`src/rtl/rom_c.sv`:
```
// FM-index C table: four loadable per-symbol occurrence counts, with a registered
// prefix-sum lookup, a registered saturated total and a saturation flag.
module rom_c #(
    parameter int DATA_W    = 8,
    parameter int INIT_CNT0 = 2,
    parameter int INIT_CNT1 = 3,
    parameter int INIT_CNT2 = 2,
    parameter int INIT_CNT3 = 1
) (
    input  logic              clk,
    input  logic              rst_n,
    input  logic              ce,
    input  logic [1:0]        symbol,
    output logic [DATA_W-1:0] data,
    input  logic              ld_en,
    input  logic [1:0]        ld_sym,
    input  logic [DATA_W-1:0] ld_cnt,
    output logic [DATA_W-1:0] total,
    output logic              ovf
);

    // Two guard bits: the sum of four DATA_W-bit counts cannot wrap.
    localparam int SW = DATA_W + 2;
    localparam logic [DATA_W-1:0] MAXV = '1;

    // Reset-time prefix sums, computed from the parameters at elaboration.
    localparam logic [SW-1:0] INIT_R2 = SW'(INIT_CNT0) + SW'(INIT_CNT1);
    localparam logic [SW-1:0] INIT_R3 = INIT_R2 + SW'(INIT_CNT2);
    localparam logic [SW-1:0] INIT_RT = INIT_R3 + SW'(INIT_CNT3);
    localparam logic INIT_OVF = (INIT_R2 > SW'(MAXV)) || (INIT_R3 > SW'(MAXV)) ||
                                (INIT_RT > SW'(MAXV));

    // Clamp a wide sum to the largest DATA_W-bit value.
    function automatic logic [DATA_W-1:0] sat(input logic [SW-1:0] v);
        return (v > SW'(MAXV)) ? MAXV : v[DATA_W-1:0];
    endfunction

    logic [DATA_W-1:0] r_cnt [4];
    logic [DATA_W-1:0] r_data;
    logic [DATA_W-1:0] r_total;
    logic              r_ovf;

    logic [SW-1:0]     w_raw2;
    logic [SW-1:0]     w_raw3;
    logic [SW-1:0]     w_raw_tot;
    logic [DATA_W-1:0] w_c [4];
    logic              w_ovf;

    // Prefix sums and saturation flag, combinational from the current counts.
    always_comb begin
        w_raw2    = SW'(r_cnt[0]) + SW'(r_cnt[1]);
        w_raw3    = w_raw2 + SW'(r_cnt[2]);
        w_raw_tot = w_raw3 + SW'(r_cnt[3]);
        w_c[0]    = '0;
        w_c[1]    = r_cnt[0];
        w_c[2]    = sat(w_raw2);
        w_c[3]    = sat(w_raw3);
        w_ovf     = (w_raw2 > SW'(MAXV)) || (w_raw3 > SW'(MAXV)) ||
                    (w_raw_tot > SW'(MAXV));
    end

    // Count storage; a load becomes visible to the table on the following cycle.
    always_ff @(posedge clk) begin
        if (!rst_n) begin
            r_cnt[0] <= DATA_W'(INIT_CNT0);
            r_cnt[1] <= DATA_W'(INIT_CNT1);
            r_cnt[2] <= DATA_W'(INIT_CNT2);
            r_cnt[3] <= DATA_W'(INIT_CNT3);
        end else if (ld_en) begin
            r_cnt[ld_sym] <= ld_cnt;
        end
    end

    // Registered outputs, all taken from the pre-load counts; read data is gated by ce.
    always_ff @(posedge clk) begin
        if (!rst_n) begin
            r_data  <= '0;
            r_total <= sat(INIT_RT);
            r_ovf   <= INIT_OVF;
        end else begin
            r_data  <= ce ? w_c[symbol] : '0;
            r_total <= sat(w_raw_tot);
            r_ovf   <= w_ovf;
        end
    end

    assign data  = r_data;
    assign total = r_total;
    assign ovf   = r_ovf;

endmodule

```
`config.mk`:
```
export PLATFORM = sky130hd
export DESIGN_NAME = rom_c
export DESIGN_NICKNAME = d
export VERILOG_FILES = /design/src/rtl/rom_c.sv
export SDC_FILE = /design/constraint.sdc
export NUM_CORES = 1
export LEC_CHECK = 0
export BUFFER_PORTS_ARGS = -buffer_cell sky130_fd_sc_hd__buf_2
export CORE_ASPECT_RATIO = 2
export CORE_UTILIZATION = 45
export DETAILED_ROUTE_END_ITERATION = 7
export GPL_TIMING_DRIVEN = 0
export PLACE_DENSITY_LB_ADDON = 0.12
export SLEW_MARGIN = 20
export SYNTH_ARGS = -nofsm -noshare
export SYNTH_HDL_FRONTEND = slang
export SYNTH_SLANG_ARGS = --single-unit
```
`constraint.sdc`:
```
create_clock -name clk -period 4.7 [get_ports clk]
set_clock_uncertainty 0.1 [all_clocks]
set_input_delay 0.94 -clock clk [delete_from_list [all_inputs] [get_ports clk]]
set_output_delay 0.94 -clock clk [all_outputs]
set_load 0.02 [all_outputs]
```
; ---- Word-level counts from Yosys, hierarchy flattened
; Memory sizes are Yosys's and may differ from the RTL's.
; Index checks and enable logic that the tools add are counted.
[totals]
ramBits = 32
register_bits = 17
inputBits = 16
memories = 1
wordCells = 32
out_inout_bits = 17
[op_classes]
n_reduce_logical = 5
bitwise_logic = 2
n_addsub = 3
order_cmp = 4
mux = 13
[mem_list]
columns = name, depth, word_bits, read_ports, rd_clocked_by_memory_dff, wr, line
row1 = r_cnt, 4, 8, 4, 0, 4, 38  ; logic [DATA_W-1:0] r_cnt [4];
[op_table]
columns = cell, count
row1 = 8-bit two-way mux, 6
row2 = "10-bit by 8-bit greater-than comparator with 1-bit output, second input constant", 2
row3 = 8-bit binary-select mux with 2-bit select, 1
row4 = 10-bit by 8-bit adder with 10-bit output, 1
row5 = 9-bit by 8-bit adder with 10-bit output, 1
row6 = 8-bit by 8-bit adder with 9-bit output, 1
row7 = "9-bit by 8-bit greater-than comparator with 1-bit output, second input constant", 1
row8 = 8-bit OR reduction, 1
row9 = 1-bit two-way mux, 5
row10 = "3-bit greater-or-equal comparator, second input constant", 1
row11 = 2-bit NOT with 3-bit output, 1
row12 = 1-bit logical OR, 2
row13 = 2-bit two-way mux, 1
row14 = 2-bit AND reduction, 1
row15 = 2-bit OR reduction, 1
row16 = 1-bit NOT, 1

; ---- Depth between registers and ports, before layout
; Gate-level depths: netlist (run 1).
; An unclocked memory read counts as a cell.
[logic_depth]
depth_word = 8
mapped_depth = 19
depth_no_buf = 19

; ---- Least setup slack after synthesis (run 1)
; OpenSTA, ideal clock, no wires.
[synth_timing]
path_kind = register to register
startpoint = memory r_cnt[0][0]
endpoint = register r_total[3] (netlist: total[3])
path_buffers = 0
t_arrival_ns = 3.966
setup_ns = 0.141
required_ns = 4.459
period_less_slack_ns = 4.207
path_stages_with_launch = 20
setup_slack_ns = 0.493
path_cell_list = edfxtp_1 -> ha_1 -> inv_1 -> fa_1 -> nor2b_4 -> o31a_1 -> a21oi_1 -> ha_1 -> o21a_1 -> o31a_1 -> o21a_1 -> or3_1 -> and2_1 -> ha_1 -> or3_1 -> or2_2 -> o311ai_1 -> nand3b_1 -> o311ai_4 -> nand4_1
[synth_rtl]
columns = item, line
row1 = from (decl), 38
row2 = to (signal assigned), 78  ; r_total <= sat(INIT_RT);
row3 = to (signal assigned), 82  ; r_total <= sat(w_raw_tot);
row4 = to (decl), 40  ; logic [DATA_W-1:0] r_total;

==> results of run 1 <==
-- power breakdown --
part	leakage, nW	internal (W)	switching (W)
logic	0.959	0.000381	0.000516
registers	0.453	0.000520	0.0000185
clock network	0.0775	0.000249	0.000157
-- worst max path at each step --
stage	end	cells after the start
2_1_floorplan	total[3]	19
3_3_place_gp	total[3]	17
3_5_place_dp	total[3]	18
4_1_cts	total[3]	17
5_1_grt	total[3]	20
6_report	total[3]	18
-- stage by stage --
step / instance area, sq um / instances / hold slack (ns) / setup WS (ns) / TNS [ns]
after floorplan: 3040 / 289 / 0.468 / 0.493 / 0
after global placement: 3310 / 409 / 0.508 / -0.0402 / -0.223
after detailed placement: 3310 / 409 / 0.519 / -0.0792 / -0.597
after CTS: 3490 / 418 / 0.523 / 0.0199 / 0
after global routing: 3620 / 425 / 0.571 / 0.0223 / 0
final: 3620 / 425 / 0.516 / 0.185 / 0
-- metal layers --
metal  up-vias  global-route usage, %
li1       1170                      -
met1      1090                   23.0
met2        61                   41.5
met3        22                   3.61
met4         0                   10.5
met5         -                      0
-- layout by cell type, fill, tap and decap left out, types with 2 or more instances in the layout --
cell type,Yosys,routed
nor2b_1,5,5
buf_6,1,2
nand2_1,14,14
nand2b_1,11,11
clkbuf_1,2,2
or3_1,3,2
xnor2_1,9,8
ha_4,0,3
a31oi_1,10,10
ha_2,0,2
a21o_1,6,6
nor3b_1,2,2
nor4_1,2,2
a21oi_1,18,16
nor2_1,8,8
dfxtp_1,17,17
and2_1,22,22
or2_2,3,3
ha_1,24,19
buf_2,0,32
fa_1,3,2
clkbuf_16,0,5
o31ai_1,7,7
a21oi_2,0,2
o21a_1,5,5
edfxtp_1,32,32
o21bai_1,2,2
o31a_1,4,4
buf_4,0,7
inv_1,16,16
a22oi_1,5,5
o21ai_2,2,2
a211oi_1,2,2
and3_1,9,9
xor2_1,4,4
o21ai_0,13,12
nand3_1,4,4
o211ai_1,4,4
-- cell usage after synthesis, types with 6 or more instances --
cell type   n  area (sq um)
a21o_1      6          45.0
a21oi_1    18          90.1
a31oi_1    10          62.6
and2_1     22           138
and3_1      9          56.3
dfxtp_1    17           340
edfxtp_1   32           961
ha_1       24           300
inv_1      16          60.1
nand2_1    14          52.6
nand2b_1   11          68.8
nor2_1      8          30.0
o21ai_0    13          65.1
o31ai_1     7          52.6
xnor2_1     9          78.8
-- cells by family (layout without fill, tap and decap cells) --
logic type | count (synthesis) | count (layout)
buf+inv | 19 | 67
flops | 49 | 49
mux | 2 | 2
xor+xnor | 13 | 13
simple gates | 90 | 90
compound gates | 89 | 89
fa+ha+maj | 27 | 27
-- worst reg2reg max path, cell delays in order, from the launching register on --
cell and delay (ns):
edfxtp_1 0.35, ha_2 0.19, inv_1 0.07, fa_2 0.44, xnor2_2 0.24, ha_4 0.25
nor2b_1 0.15, o31a_1 0.35, o21a_1 0.20, or3_1 0.35, and2_1 0.21, ha_2 0.19
or3_4 0.35, or2_2 0.29, o311ai_2 0.12, nand3b_1 0.18, o311ai_4 0.09, buf_6 0.16
nand4_1 0.08
-- state kept, by name (all words and copies together) (netlist names) --
signal  count
data        8
r_cnt      32
total       8
ovf         1
-- what timing repair did --
action                                 CTS  global route
hold buffers                             0             0
endpoints found under the hold margin    0             0
setup buffers                            1             7
resized for setup                        1            15
gates cloned                             0             0
setup endpoints to repair                8             8
pin swaps                                1             5
-- final cells by class --
class	count	area, sq um	area share, %
clock inverters	3	41.3	1.14
flip-flops and latches	49	1300	35.9
multi-input cells	221	1740	48.1
plain buffers	3	18.8	0.518
repair buffers	40	224	6.18
clock buffers	5	125	3.45
well taps	88	110	3.04
inverters	16	60.1	1.66
==> impl_metrics.tcl, run 1 <==
set metrics [dict create \
    status "finished, final reports clean" \
    fill_cells 595 \
    antenna_found_initial 0 \
    drive_gt1_share_pct 21.4 \
    crit_slowest_cell "fa_2" \
    numPortBuffers 32 \
    muxShareOfSynthArea_pct 1.07 \
    clock_path_buffers 2 \
    ant_nets 0 \
    cp_top_family "simple AND/OR/NAND/NOR gates" \
    dr.pass1.iters 4 \
    critPathCaptureType "register" \
    syn_avg_cell_area_sq_um 10.5 \
    rows 42 \
    vias 2343 \
    grt_overflow 0 \
    ys.flop_type "edfxtp_1" \
    die_h_um 118 \
    synth_cell_types 51 \
    root_buffer "clkbuf_16" \
    design.core.area_sq_um 6570 \
    path_clk_slew_ns 0.07 \
    hold_path_end "data[5]" \
    htree_num_levels 2 \
    cts_tree "done" \
    startpoint "r_cnt[0][0]" \
    hp-start "r_cnt[0][5]" \
    initial_core_util_pct 46.2 \
    diodes 0 \
    synth_compound_area_share_pct 20.7 \
    peakVddDrop_v 0.000279 \
    synth_fp_nets 332 \
    highest_layer "met4" \
    synth-simple-area-share_pct 17.1 \
    place_congestion 0.886 \
    p_leak_nw 1.49 \
    crit_chain "ha_2, inv_1, fa_2, xnor2_2, ha_4, nor2b_1, o31a_1, o21a_1, or3_1, and2_1, ha_2, or3_4, or2_2, o311ai_2, nand3b_1, o311ai_4, buf_6, nand4_1" \
    rr_worst_depth 18 \
    grt_max_degree 16 \
    max_slew_margin_pct 43.8 \
    final.min_clock_period_ns 4.52 \
    r2r_end "total[3]" \
    avgRoutedWirePerCell_um 17.2 \
    yosysWarnings 0 \
    io_pins 33 \
    hold_path.class "register to register" \
    wl_mm 7.29 \
    finalHoldViolCount 0 \
    worst-path-buf-inv 2 \
    wl_met3_um 232 \
    met1_length_mm 2.57 \
    fin_nets 379 \
    track_usage_pct 22.5 \
    synth_xor_area_share_pct 3.75 \
    worst-r2r-setup-slack_ns 0.18 \
    final_max_slew_viol_count 0 \
    synth_edf_count 32 \
    cpMostUsedCell "ha_2" \
    cts_buffers 5 \
    crit_type "register to register" \
    finalPower_w 0.00184 \
    synthAdderAreaFrac_pct 11.9 \
    rsz0062_at_grt "false" \
    seq_area_frac_synth_pct 42.9 \
    tightest_slew_ns 0.841 \
    clkLatencyLatePin_ns 0.30 \
    slowest_delay_ns 0.44 \
    synthArstFlopShare_pct 0 \
    synth-seq-cells 49 \
    drv_cap 0 \
    reg2reg_from "r_cnt[0][0]" \
    critPathLaunchType "register" \
    final_core_util_pct 55.1 \
    drt-initial-drc-count 111 \
    max_freq_mhz 221 \
    dp_hpwl_mm 5.80 \
    min_period_over_period_pct 96.1 \
    grt_pass1_wl_mm 11.3 \
    cp_max_fo 8 \
    drc 0 \
    grt_pass1_vias 2237 \
    die_area_sq_um 7100 \
    worstPathArrival_ns 4.56 \
    crit_required_ns 4.75 \
    vias_per_cell 5.51 \
    powerDensity_nw_per_um2 508 \
    setup_viol 0 \
    clock-sinks 49 \
    area.growth.synth_to_final_pct 19.3 \
    synthesis.area_sq_um 3040 \
    synth_top_family_by_area "compound AO/OA/AOI/OAI gates" \
    dr_wl_met2_mm 4.19 \
    hold_depth 2 \
    die-width_um 60.1 \
    synthCells 289 \
]
(Power assumes the default switching activity.)
==> run 2, diff against run 1 <==
--- a/config.mk
+++ b/config.mk
@@ -10,6 +10,7 @@
 export CORE_UTILIZATION = 45
 export DETAILED_ROUTE_END_ITERATION = 7
 export GPL_TIMING_DRIVEN = 0
+export MAX_ROUTING_LAYER = met4
 export PLACE_DENSITY_LB_ADDON = 0.12
 export SLEW_MARGIN = 20
 export SYNTH_ARGS = -nofsm -noshare
==> impl_metrics.tcl, run 2 (synthesis results as in run 1) <==
set metrics [dict create \
    drive_gt1_share_pct 21.1 \
    area.growth.synth_to_final_pct 19.0 \
    fin_nets 378 \
    dpl_cell_area_sq_um 3310 \
    grt_overflow 0 \
    path_clk_slew_ns 0.07 \
    busiest_layer "met2" \
    rows 42 \
    rsz0062_at_grt "false" \
    avgRoutedWirePerCell_um 17.2 \
    clkLatencyLatePin_ns 0.30 \
    fin_area_sq_um 3610 \
    p_leak_nw 1.49 \
    use_met2_pct 41.5 \
    crit_slowest_cell "fa_2" \
    max_slew_margin_pct 43.4 \
    slowest_delay_ns 0.44 \
    reg2reg_from "r_cnt[0][0]" \
    finalHoldViolCount 0 \
    place_congestion 0.901 \
    die_area_sq_um 7100 \
    wl_mm 7.30 \
    antenna_found_initial 0 \
    cp_top_family "simple AND/OR/NAND/NOR gates" \
    min_period_over_period_pct 95.9 \
    crit_required_ns 4.75 \
    final.min_clock_period_ns 4.51 \
    clock-sinks 49 \
    io_pins 33 \
    htree_num_levels 2 \
    vias_per_cell 5.54 \
    track_usage_pct 23.1 \
    drt-initial-drc-count 131 \
    drc 0 \
    dr.pass1.iters 4 \
    numPortBuffers 32 \
    grt_pass1_vias 2229 \
    hold_path.class "register to register" \
    crit_chain "ha_2, inv_1, fa_2, xnor2_2, ha_4, nor2b_1, o31a_1, o21a_1, or3_1, and2_1, ha_1, or3_4, or2_2, o311ai_2, nand3b_1, o311ai_4, nand4_1" \
    root_buffer "clkbuf_16" \
    crit_type "register to register" \
    critPathCaptureType "register" \
    design.core.area_sq_um 6570 \
    ant_nets 0 \
    fill_cells 597 \
    cp_max_fo 8 \
    met1_usage_pct 23.1 \
    clock_path_buffers 2 \
    final_max_slew_viol_count 0 \
    hp-start "r_cnt[0][5]" \
    max_freq_mhz 222 \
    die_h_um 118 \
    dp_hpwl_mm 5.80 \
    vias 2347 \
    critPathLaunchType "register" \
    largest_reg_flops 32 \
    setup_viol 0 \
    drv_cap 0 \
    regMostFlops "r_cnt" \
    diodes 0 \
    layout.cells.most_common_list "buf_2 (32), edfxtp_1 (32), and2_1 (22), ha_1 (20), dfxtp_1 (17)" \
    worstPathArrival_ns 4.56 \
    status "finished, final reports clean" \
    worst-path-buf-inv 1 \
    cts_tree "done" \
    whs_ns 0.516 \
    grt_max_degree 16 \
    die-width_um 60.1 \
    tightest_slew_ns 0.847 \
    gr-usage-met3_pct 3.61 \
    startpoint "r_cnt[0][0]" \
    initial_core_util_pct 46.2 \
    peakVddDrop_v 0.000280 \
    cts_buffers 5 \
    powerDensity_nw_per_um2 509 \
    grt_pass1_wl_mm 11.3 \
]
[run 2: final timing paths]
check / end / slack [ns] / cells past startpoint
worst max register to register: total[3] / 0.19 / 17
worst max-delay path: total[3] / 0.19 / 17
worst min register to register: data[5] / 0.52 / 2
worst min-delay path: data[5] / 0.52 / 2
[run 2: through the flow]
stage / TNS, ns / setup WS [ns] / utilization [%] / std cells / total power, W
after floorplan: 0 / 0.493 / - / 289 / 0.00116
after global placement: -0.223 / -0.0402 / 50.3 / 409 / 0.00135
after detailed placement: -0.597 / -0.0792 / 50.3 / 409 / 0.00136
after CTS: 0 / 0.0199 / 53.1 / 418 / 0.00178
after global routing: 0 / 0.0196 / 55.0 / 424 / 0.00195
final: 0 / 0.192 / 55.0 / 424 / 0.00184
[run 2: worst register-to-register path: stages, from the launching register on]
cell      delay, ns
edfxtp_1       0.35
ha_2           0.19
inv_1          0.07
fa_2           0.44
xnor2_2        0.24
ha_4           0.25
nor2b_1        0.15
o31a_1         0.35
o21a_1         0.20
or3_1          0.35
and2_1         0.21
ha_1           0.22
or3_4          0.37
or2_2          0.30
o311ai_2       0.12
nand3b_1       0.18
o311ai_4       0.15
nand4_1        0.13
[run 2: what timing repair did]
| item | in CTS | in global routing |
|---|---|---|
| buffers inserted | 1 | 6 |
| cloned | 0 | 0 |
| setup endpoints to repair | 8 | 8 |
| resized for setup | 1 | 14 |
| pin swaps | 1 | 7 |
| hold buffers | 0 | 0 |
[run 2: where the power goes]
part           internal, W  total, W  switching (W)
clock             0.000249  0.000408       0.000158
sequential        0.000520  0.000539      0.0000185
combinational     0.000375  0.000894       0.000518
total              0.00114   0.00184       0.000695
[run 2: final cells by class]
| type | instances | area [sq um] | area share (%) |
|---|---|---|---|
| multi-input combinational | 221 | 1740 | 48.3 |
| sequential | 49 | 1300 | 36.0 |
| timing repair buffer | 39 | 213 | 5.89 |
| clock buffer | 5 | 125 | 3.46 |
| tap | 88 | 110 | 3.05 |
| inverter | 16 | 60.1 | 1.66 |
| clock inverter | 3 | 41.3 | 1.14 |
| buffer | 3 | 18.8 | 0.520 |
[run 2: per-layer routing]
metal / vias up / part of all wire, %
li1: 1169 / -
met1: 1096 / 36
met2: 58 / 57
met3: 24 / 2.9
met4: 0 / 4.2
met5: - / 0
